===== config.mk =====
export PLATFORM = sky130hd
export DESIGN_NAME = uart_rx_flat
export DESIGN_NICKNAME = d
export VERILOG_FILES = /design/src/rtl/uart_rx_if.sv /design/src/rtl/uart_rx.sv /design/src/flat_wrapper.sv
export SDC_FILE = /design/constraint.sdc
export NUM_CORES = 1
export LEC_CHECK = 0
export ABC_CLOCK_PERIOD_IN_PS = 2500
export BUFFER_PORTS_ARGS = -buffer_cell sky130_fd_sc_hd__buf_2
export CAP_MARGIN = 25
export CORE_MARGIN = 2
export CORE_UTILIZATION = 46
export DETAILED_ROUTE_END_ITERATION = 10
export HOLD_SLACK_MARGIN = 0.06
export PLACE_DENSITY = 0.63
export SYNTH_ARGS = -nofsm -noshare
export SYNTH_HDL_FRONTEND = slang
export SYNTH_SLANG_ARGS = --single-unit

===== constraint.sdc =====
create_clock -name clk -period 2.5 [get_ports clk]
set_input_delay 0.75 -clock clk [delete_from_list [all_inputs] [get_ports clk]]
set_output_delay 0.75 -clock clk [all_outputs]
set_load 0.02 [all_outputs]

===== src/rtl/uart_rx_if.sv =====
// Receive-side bundle of the UART link: serial line in, received byte and status pulses out.
// dbg_state mirrors the receiver FSM state for checkers.
interface uart_rx_if;
    logic       rx;
    logic [7:0] doutrx;
    logic       donerx;
    logic       frame_err;
    logic       parity_err;
    logic [2:0] dbg_state;

    // Strobes are single-cycle; doutrx is only meaningful on and after a donerx pulse.
    modport master (
        input  rx,
        output doutrx, donerx, frame_err, parity_err, dbg_state
    );

    modport slave (
        output rx,
        input  doutrx, donerx, frame_err, parity_err, dbg_state
    );
endinterface


===== src/rtl/uart_rx.sv =====
// UART receiver, 8N1 LSB-first with mid-bit sampling; define UART_RX_PARITY_EN for 8E1
// (even parity) with a one-cycle parity_err pulse in place of donerx on a parity mismatch.
module uart_rx #(
    parameter int clk_rate  = 1000000,
    parameter int baud_rate = 9600
) (
    input logic      clk,
    input logic      rst,
    uart_rx_if.master bus
);
    localparam int CLKS_PER_BIT = clk_rate / baud_rate;
    localparam int HALF_BIT     = CLKS_PER_BIT / 2;
    localparam int CW           = $clog2(CLKS_PER_BIT);
    localparam logic [CW-1:0] FULL_LAST = CW'(CLKS_PER_BIT - 1);
    localparam logic [CW-1:0] HALF_LAST = CW'(HALF_BIT - 1);

    typedef enum logic [2:0] {
        S_IDLE   = 3'd0,
        S_START  = 3'd1,
        S_DATA   = 3'd2,
        S_PARITY = 3'd3,
        S_STOP   = 3'd4,
        S_BREAK  = 3'd5
    } state_t;

    state_t        state, state_nxt;
    logic          rx_m, rx_s;
    logic [CW-1:0] baud_cnt;
    logic [2:0]    bit_cnt;
    logic [7:0]    shreg;
    logic          sample;
    logic          done_nxt, ferr_nxt, perr_nxt;
    logic [7:0]    dout_q;
    logic          done_q, ferr_q, perr_q;
`ifdef UART_RX_PARITY_EN
    logic          par_bad;
`endif

    // Synchroniser resets high so reset release never looks like a start edge.
    always_ff @(posedge clk or posedge rst) begin
        if (rst) begin
            rx_m <= 1'b1;
            rx_s <= 1'b1;
        end else begin
            rx_m <= bus.rx;
            rx_s <= rx_m;
        end
    end

    assign sample = (state == S_START) ? (baud_cnt == HALF_LAST) : (baud_cnt == FULL_LAST);

    always_ff @(posedge clk or posedge rst) begin
        if (rst) state <= S_IDLE;
        else     state <= state_nxt;
    end

    always_comb begin
        state_nxt = state;
        case (state)
            S_IDLE:  if (!rx_s) state_nxt = S_START;
            S_START: if (sample) state_nxt = rx_s ? S_IDLE : S_DATA;
            S_DATA: begin
                if (sample && bit_cnt == 3'd7) begin
`ifdef UART_RX_PARITY_EN
                    state_nxt = S_PARITY;
`else
                    state_nxt = S_STOP;
`endif
                end
            end
            S_PARITY: if (sample) state_nxt = S_STOP;
            S_STOP:   if (sample) state_nxt = rx_s ? S_IDLE : S_BREAK;
            S_BREAK:  if (rx_s) state_nxt = S_IDLE;
            default:  state_nxt = S_IDLE;
        endcase
    end

    // Status pulses are decided at the stop-bit sample and registered one cycle later.
    always_comb begin
        done_nxt = 1'b0;
        ferr_nxt = 1'b0;
        perr_nxt = 1'b0;
        if (state == S_STOP && sample) begin
            if (!rx_s) ferr_nxt = 1'b1;
`ifdef UART_RX_PARITY_EN
            else if (par_bad) perr_nxt = 1'b1;
`endif
            else done_nxt = 1'b1;
        end
    end

    always_ff @(posedge clk or posedge rst) begin
        if (rst) begin
            baud_cnt <= '0;
            bit_cnt  <= 3'd0;
            shreg    <= 8'h00;
            dout_q   <= 8'h00;
            done_q   <= 1'b0;
            ferr_q   <= 1'b0;
            perr_q   <= 1'b0;
        end else begin
            if (state == S_IDLE || state == S_BREAK || sample) baud_cnt <= '0;
            else                                               baud_cnt <= baud_cnt + 1'b1;

            if (state == S_START)            bit_cnt <= 3'd0;
            else if (state == S_DATA && sample) bit_cnt <= bit_cnt + 3'd1;

            // LSB arrives first, so shifting in at the top leaves bit 0 at the bottom.
            if (state == S_DATA && sample) shreg <= {rx_s, shreg[7:1]};

            if (done_nxt) dout_q <= shreg;
            done_q <= done_nxt;
            ferr_q <= ferr_nxt;
            perr_q <= perr_nxt;
        end
    end

`ifdef UART_RX_PARITY_EN
    always_ff @(posedge clk or posedge rst) begin
        if (rst)                              par_bad <= 1'b0;
        else if (state == S_START)            par_bad <= 1'b0;
        else if (state == S_PARITY && sample) par_bad <= rx_s ^ (^shreg);
    end
`endif

    assign bus.doutrx     = dout_q;
    assign bus.donerx     = done_q;
    assign bus.frame_err  = ferr_q;
    assign bus.parity_err = perr_q;
    assign bus.dbg_state  = state;
endmodule


===== src/flat_wrapper.sv =====
// flat-port wrapper written by rule: the top's interface ports become plain ports
module uart_rx_flat 
#(
    parameter int clk_rate  = 1000000,
    parameter int baud_rate = 9600
)
  (clk, rst, bus_rx, bus_doutrx, bus_donerx, bus_frame_err, bus_parity_err, bus_dbg_state);
  uart_rx_if bus_i ();
  input logic clk;
  input logic rst;
  input wire logic [$bits(bus_i.rx)-1:0] bus_rx;
  output wire logic [$bits(bus_i.doutrx)-1:0] bus_doutrx;
  output wire logic [$bits(bus_i.donerx)-1:0] bus_donerx;
  output wire logic [$bits(bus_i.frame_err)-1:0] bus_frame_err;
  output wire logic [$bits(bus_i.parity_err)-1:0] bus_parity_err;
  output wire logic [$bits(bus_i.dbg_state)-1:0] bus_dbg_state;
  assign bus_i.rx = bus_rx;
  assign bus_doutrx = bus_i.doutrx;
  assign bus_donerx = bus_i.donerx;
  assign bus_frame_err = bus_i.frame_err;
  assign bus_parity_err = bus_i.parity_err;
  assign bus_dbg_state = bus_i.dbg_state;
  uart_rx #(.clk_rate(clk_rate), .baud_rate(baud_rate)) u_core (.clk(clk), .rst(rst), .bus(bus_i));
endmodule

### Yosys cells after proc, flatten, opt, wreduce, memory -nomap -nowiden

Index checks and enable logic that the tools add are counted.
W data, S select, Z words.

| storage, ports and cells | value |
|---|---|
| word-level logic and storage cells | 50 |
| flip-flop bits (word level) | 33 |
| bits in latches | 0 |
| memories | 0 |
| memory bits (read-only) | 0 |
| output and inout port bits | 14 |
| RAM bits | 0 |

| operators by class | value |
|---|---|
| reductions and logical operators | 8 |
| mux-type cells | 17 |
| bitwise operators | 0 |
| $mul | 0 |
| eq/ne operators | 14 |
| add/sub/neg operators | 2 |
| shift operators | 0 |
| magnitude comparators | 0 |
| div/mod/pow operators | 0 |

Operator list:

| kind | number |
|---|---|
| $mux W3 | 9 |
| $pmux W3 S6 | 1 |
| $ne A2 B1 Y1 const B | 5 |
| $eq A3 B3 Y1 const B | 3 |
| $add A7 B1 Y7 const B | 1 |
| $eq A7 B6 Y1 const B | 1 |
| $eq A7 B7 Y1 const B | 1 |
| $mux W7 | 1 |
| $eq A3 B2 Y1 const B | 2 |
| $reduce_and A6 Y1 | 1 |
| $mux W1 | 5 |
| $add A3 B1 Y3 const B | 1 |
| $eq A3 B1 Y1 const B | 1 |
| $logic_and A1 B1 Y1 | 3 |
| $logic_not A3 Y1 | 1 |
| $logic_or A1 B1 Y1 | 2 |
| $mux W2 | 1 |
| $ne A2 B2 Y1 const B | 1 |
| $reduce_bool A2 Y1 | 1 |

### Logic depth before layout (Yosys ltp)

| depth | value |
|---|---|
| word-level depth | 5 |
| gate-level depth with buffers | 6 |

### Least setup slack after synthesis

No wires, ideal clock.

| path | value |
|---|---|
| path kind | register to register |
| from | register u_core.state[1] (netlist: u_core.bus.dbg_state[1]) |
| to | register u_core.dout_q[0] (netlist: u_core.bus.doutrx[0]) |
| arrival | 1.830 ns |
| setup slack | 0.546 ns |
| stages on the path, launching flop included | 6 |
| library setup time | 0.125 ns |
| data required time | 2.375 ns |
| path buffers | 1 |
| path through | dfrtp_1 clkbuf_2 nor3b_4 mux2_4 nor2_8 mux2_2 |

| on the way | value |
|---|---|
| longest elaborated chain between the ends | 4 |
| elaborated cells between the ends (all ways) | 5 |
| those cells by class | 2 x eq/ne; 2 x mux; 1 x reduce/logical |

Ends and longest elaborated chain:

| what | line | text |
|---|---|---|
| start: declaration | uart_rx.sv:26 | `state_t state, state_nxt;` |
| start signal: assignment | uart_rx.sv:54 | `else state <= state_nxt;` |
| $eq A3 B1 Y1 | uart_rx.sv:50 | `assign sample = (state == S_START) ? (baud_cnt == HALF_LAST) : (baud_cnt == FULL_LAST);` |
| $mux W1 | uart_rx.sv:50 |  |
| $logic_and A1 B1 Y1 * | uart_rx.sv:83 | `if (state == S_STOP && sample) begin` |
| $mux W1 * | uart_rx.sv:83 |  |
| end signal: assignment | uart_rx.sv:111 | `if (done_nxt) dout_q <= shreg;` |
| end: declaration | uart_rx.sv:33 | `logic [7:0] dout_q;` |

Every way passes the cells marked *; elsewhere a longest branch is shown, timed or not.
A chain may end at the register's enable or synchronous reset.

### Final worst setup path

| path | value |
|---|---|
| from | register u_core.state[0] (netlist: u_core.bus.dbg_state[0]) |
| to | register u_core.dout_q[5] (netlist: u_core.bus.doutrx[5]) |

Same word-level chain as after synthesis.

==> run metrics <==
CP max-delay cell=dfrtp_1; Routed WL=2.495 mm; CP Cell Sequence=nor3b_4 > mux2_4 > nor2_8 > mux2_2; Top delay family on crit path=multiplexers; Iter 0 DRT Violations=33; Worst Setup EP=u_core.bus.doutrx[5]$_DFFE_PP0P_; Max-Cap Viols=0; critical path depth=4; most common cell after layout, fill and taps aside=dfrtp_1; Setup Crit Path Kind=reg2reg; Die H=61.51 microns; Final GP Congestion=0.7818; period utilization=0.7979; Final Hold Vio Count=0; Worst-path clk slew=0.09 ns; IO Count=17; Sw Share=0.2160; routed len/inst=13.49 microns; GRT Total Usage=0.1645; Antenna Cells=0; HP Class=reg2reg; R2R Path End=u_core.bus.doutrx[5]$_DFFE_PP0P_; Die Width=61.51 microns; root buf cell=clkbuf_4; initial core utilization=0.4903; GRT overflow=0; Mapped Cells=122; Worst EP required=2.71 ns; number of flops mapped to enable cells by yosys=0; Yosys reg bits=33; clock share of power=0.361; # fillers=282; Remaining DRCs=0; post-CTS setup buffers=0; most frequent cells in the layout=31 x dfrtp_1, 16 x mux2_2, 15 x buf_2, 11 x nor2_1, 5 x clkbuf_4; post-layout util=0.5431; Clock Sinks=33; maximum fanout along the worst path=12; switching power=0.1866 mW; Max Buffers Root-to-Sink=2; Crit path buffers/inverters=0; worst slew pin tran=0.5935 ns; share of cells above drive strength 1=0.3333; CP arrival=2.21 ns; yosys warns=0; core area=3103 sq um; Tmin final=1.995 ns; worst clock skew=0.01504 ns; CTS Buf Count=5; die area=3783 sq um; Port-buffer cells=15; Setup crit end kind=flip-flop; first-pass GRT wire length=4.416 mm; slowest cell delay on critical path=0.54 ns; NumNets Final=146; CTS tree=yes; Comb pwr share=0.017; worst vdd ir=0.0003180 V; cells on worst reg2reg path=4; CP Launch Type=flip-flop; CTS Hold Bufs=0; post-CTS resize count=0; Flop pwr share=0.622; HPWL Detailed=1.768 mm; largest net degree at the start of global routing=34; CP startpoint=u_core.bus.dbg_state[0]$_DFFE_PP0P_; vias=961; Max H-tree Level=2; reg-to-reg startpoint=u_core.bus.dbg_state[0]$_DFFE_PP0P_; area delta synth->final=10.77%; Leak=0.8439 nW; count of final max-slew check failures=0; vias in the first global route=948; setup violators final=0; outcome=completed; Post-Syn Nets=128; Pre-antenna DRT Iters=4; Rel. slew slack=0.6035; initial antenna violation count=0; mean post-synth cell area=12.47 sq um; Mapped Area=1521 sq um; Most used DFF post-synth=dfrtp_1; PD cells=512.7 nW/um^2; Post-Route Setup TNS=0 ns; clk_lat worst skew=0.34 ns; asr flop ratio synth=1.000; Yosys cell types=38; Max Fclk=501.3 MHz; RSZ-0062 raised after global routing=false; Seq/Total Area, Yosys=0.5444; Int Pwr=0.6775 mW; reg2reg setup slack=0.51 ns; Rows=20; vias per cell=5.195; number of routed nets with antenna violations=0
==> cell families (layout without fill, tap and decap cells) <==
kind of cell / Yosys count / after routing / synth area share
adders and majority gates: 3 / 3 / 0.02467
DFF: 33 / 33 / 0.5444
muxes: 18 / 18 / 0.1431
xor gates and xnor gates: 5 / 5 / 0.02879
and+or+nand+nor: 40 / 40 / 0.1678
AOI/OAI and AO/OA: 15 / 15 / 0.06251
other: 1 / 1 / 0.002465
buffers and inverters: 7 / 26 / 0.02632
==> cell type report <==
type                    instances  area [sq um]  area share
clock buffers                   8         58.81     0.03489
inverters                       2         7.507    0.004454
multi-input cells              82         653.1      0.3875
flip-flops and latches         33         828.3      0.4915
well taps                      44         55.05     0.03267
repair buffers                 16         82.58     0.04900
==> synth_stat cells (3+ instances only) <==
master,count,area share
and3_1,4,0.016
nand4_1,3,0.012
dfrtp_1,31,0.51
mux2_2,16,0.12
nand2_1,4,0.0099
nor2_1,11,0.027
nand3_1,3,0.0099
nor2b_1,3,0.012
o21ai_0,4,0.013
a21oi_1,4,0.013
xnor2_1,3,0.017
ha_1,3,0.025
==> worst min-delay path by stage <==
stage | startpoint | to | slack (ns) | depth (start not counted)
6_report | u_core.rx_m$_DFF_PP1_ | u_core.rx_s$_DFF_PP1_ | 0.36 | 0
5_1_grt | u_core.rx_m$_DFF_PP1_ | u_core.rx_s$_DFF_PP1_ | 0.37 | 0
4_1_cts | u_core.rx_m$_DFF_PP1_ | u_core.rx_s$_DFF_PP1_ | 0.37 | 0
3_5_place_dp | u_core.rx_m$_DFF_PP1_ | u_core.rx_s$_DFF_PP1_ | 0.35 | 0
3_3_place_gp | u_core.rx_m$_DFF_PP1_ | u_core.rx_s$_DFF_PP1_ | 0.35 | 0
2_1_floorplan | u_core.rx_m$_DFF_PP1_ | u_core.rx_s$_DFF_PP1_ | 0.35 | 0
==> per-stage QoR <==
stage	total power [mW]	hold WS (ns)	std cells	instance area, sq um	worst slack, ns
floorplan	0.5586	0.3452	122	1521	0.5455
global placement	0.5634	0.3496	177	1627	0.5300
detailed placement	0.5635	0.3523	177	1627	0.5053
CTS	0.8735	0.3663	185	1685	0.4767
global route	0.8979	0.3686	185	1685	0.3442
finish	0.8642	0.3628	185	1685	0.5054
==> power by group through the flow <==
| stage | Clock (mW) | Combinational, mW | Sequential [mW] |
|---|---|---|---|
| after floorplan | 0 | 0.0112 | 0.547 |
| final | 0.312 | 0.0146 | 0.538 |
| after global placement | 0 | 0.0154 | 0.548 |
| after detailed placement | 0 | 0.0156 | 0.548 |
| after CTS | 0.320 | 0.0156 | 0.538 |
| after global routing | 0.343 | 0.0175 | 0.538 |
==> sequential cells by signal (all words and copies together), names as in the netlist <==
name	cells
u_core.bus.doutrx	8
u_core.rx_m	1
u_core.bit_cnt	3
u_core.bus.donerx	1
u_core.bus.frame_err	1
u_core.bus.dbg_state	3
u_core.rx_s	1
u_core.shreg	8
u_core.baud_cnt	7
==> layer usage <==
| metal | GRT usage | wire (microns) | up-vias |
|---|---|---|---|
| met2 | 0.2271 | 1119 | 20 |
| li1 | - | - | 466 |
| met4 | 0.06383 | 43 | 0 |
| met5 | 0 | 0 | - |
| met3 | 0.06723 | 108 | 4 |
| met1 | 0.2311 | 1223 | 471 |
Note: power is estimated with default switching activity, not from simulation.
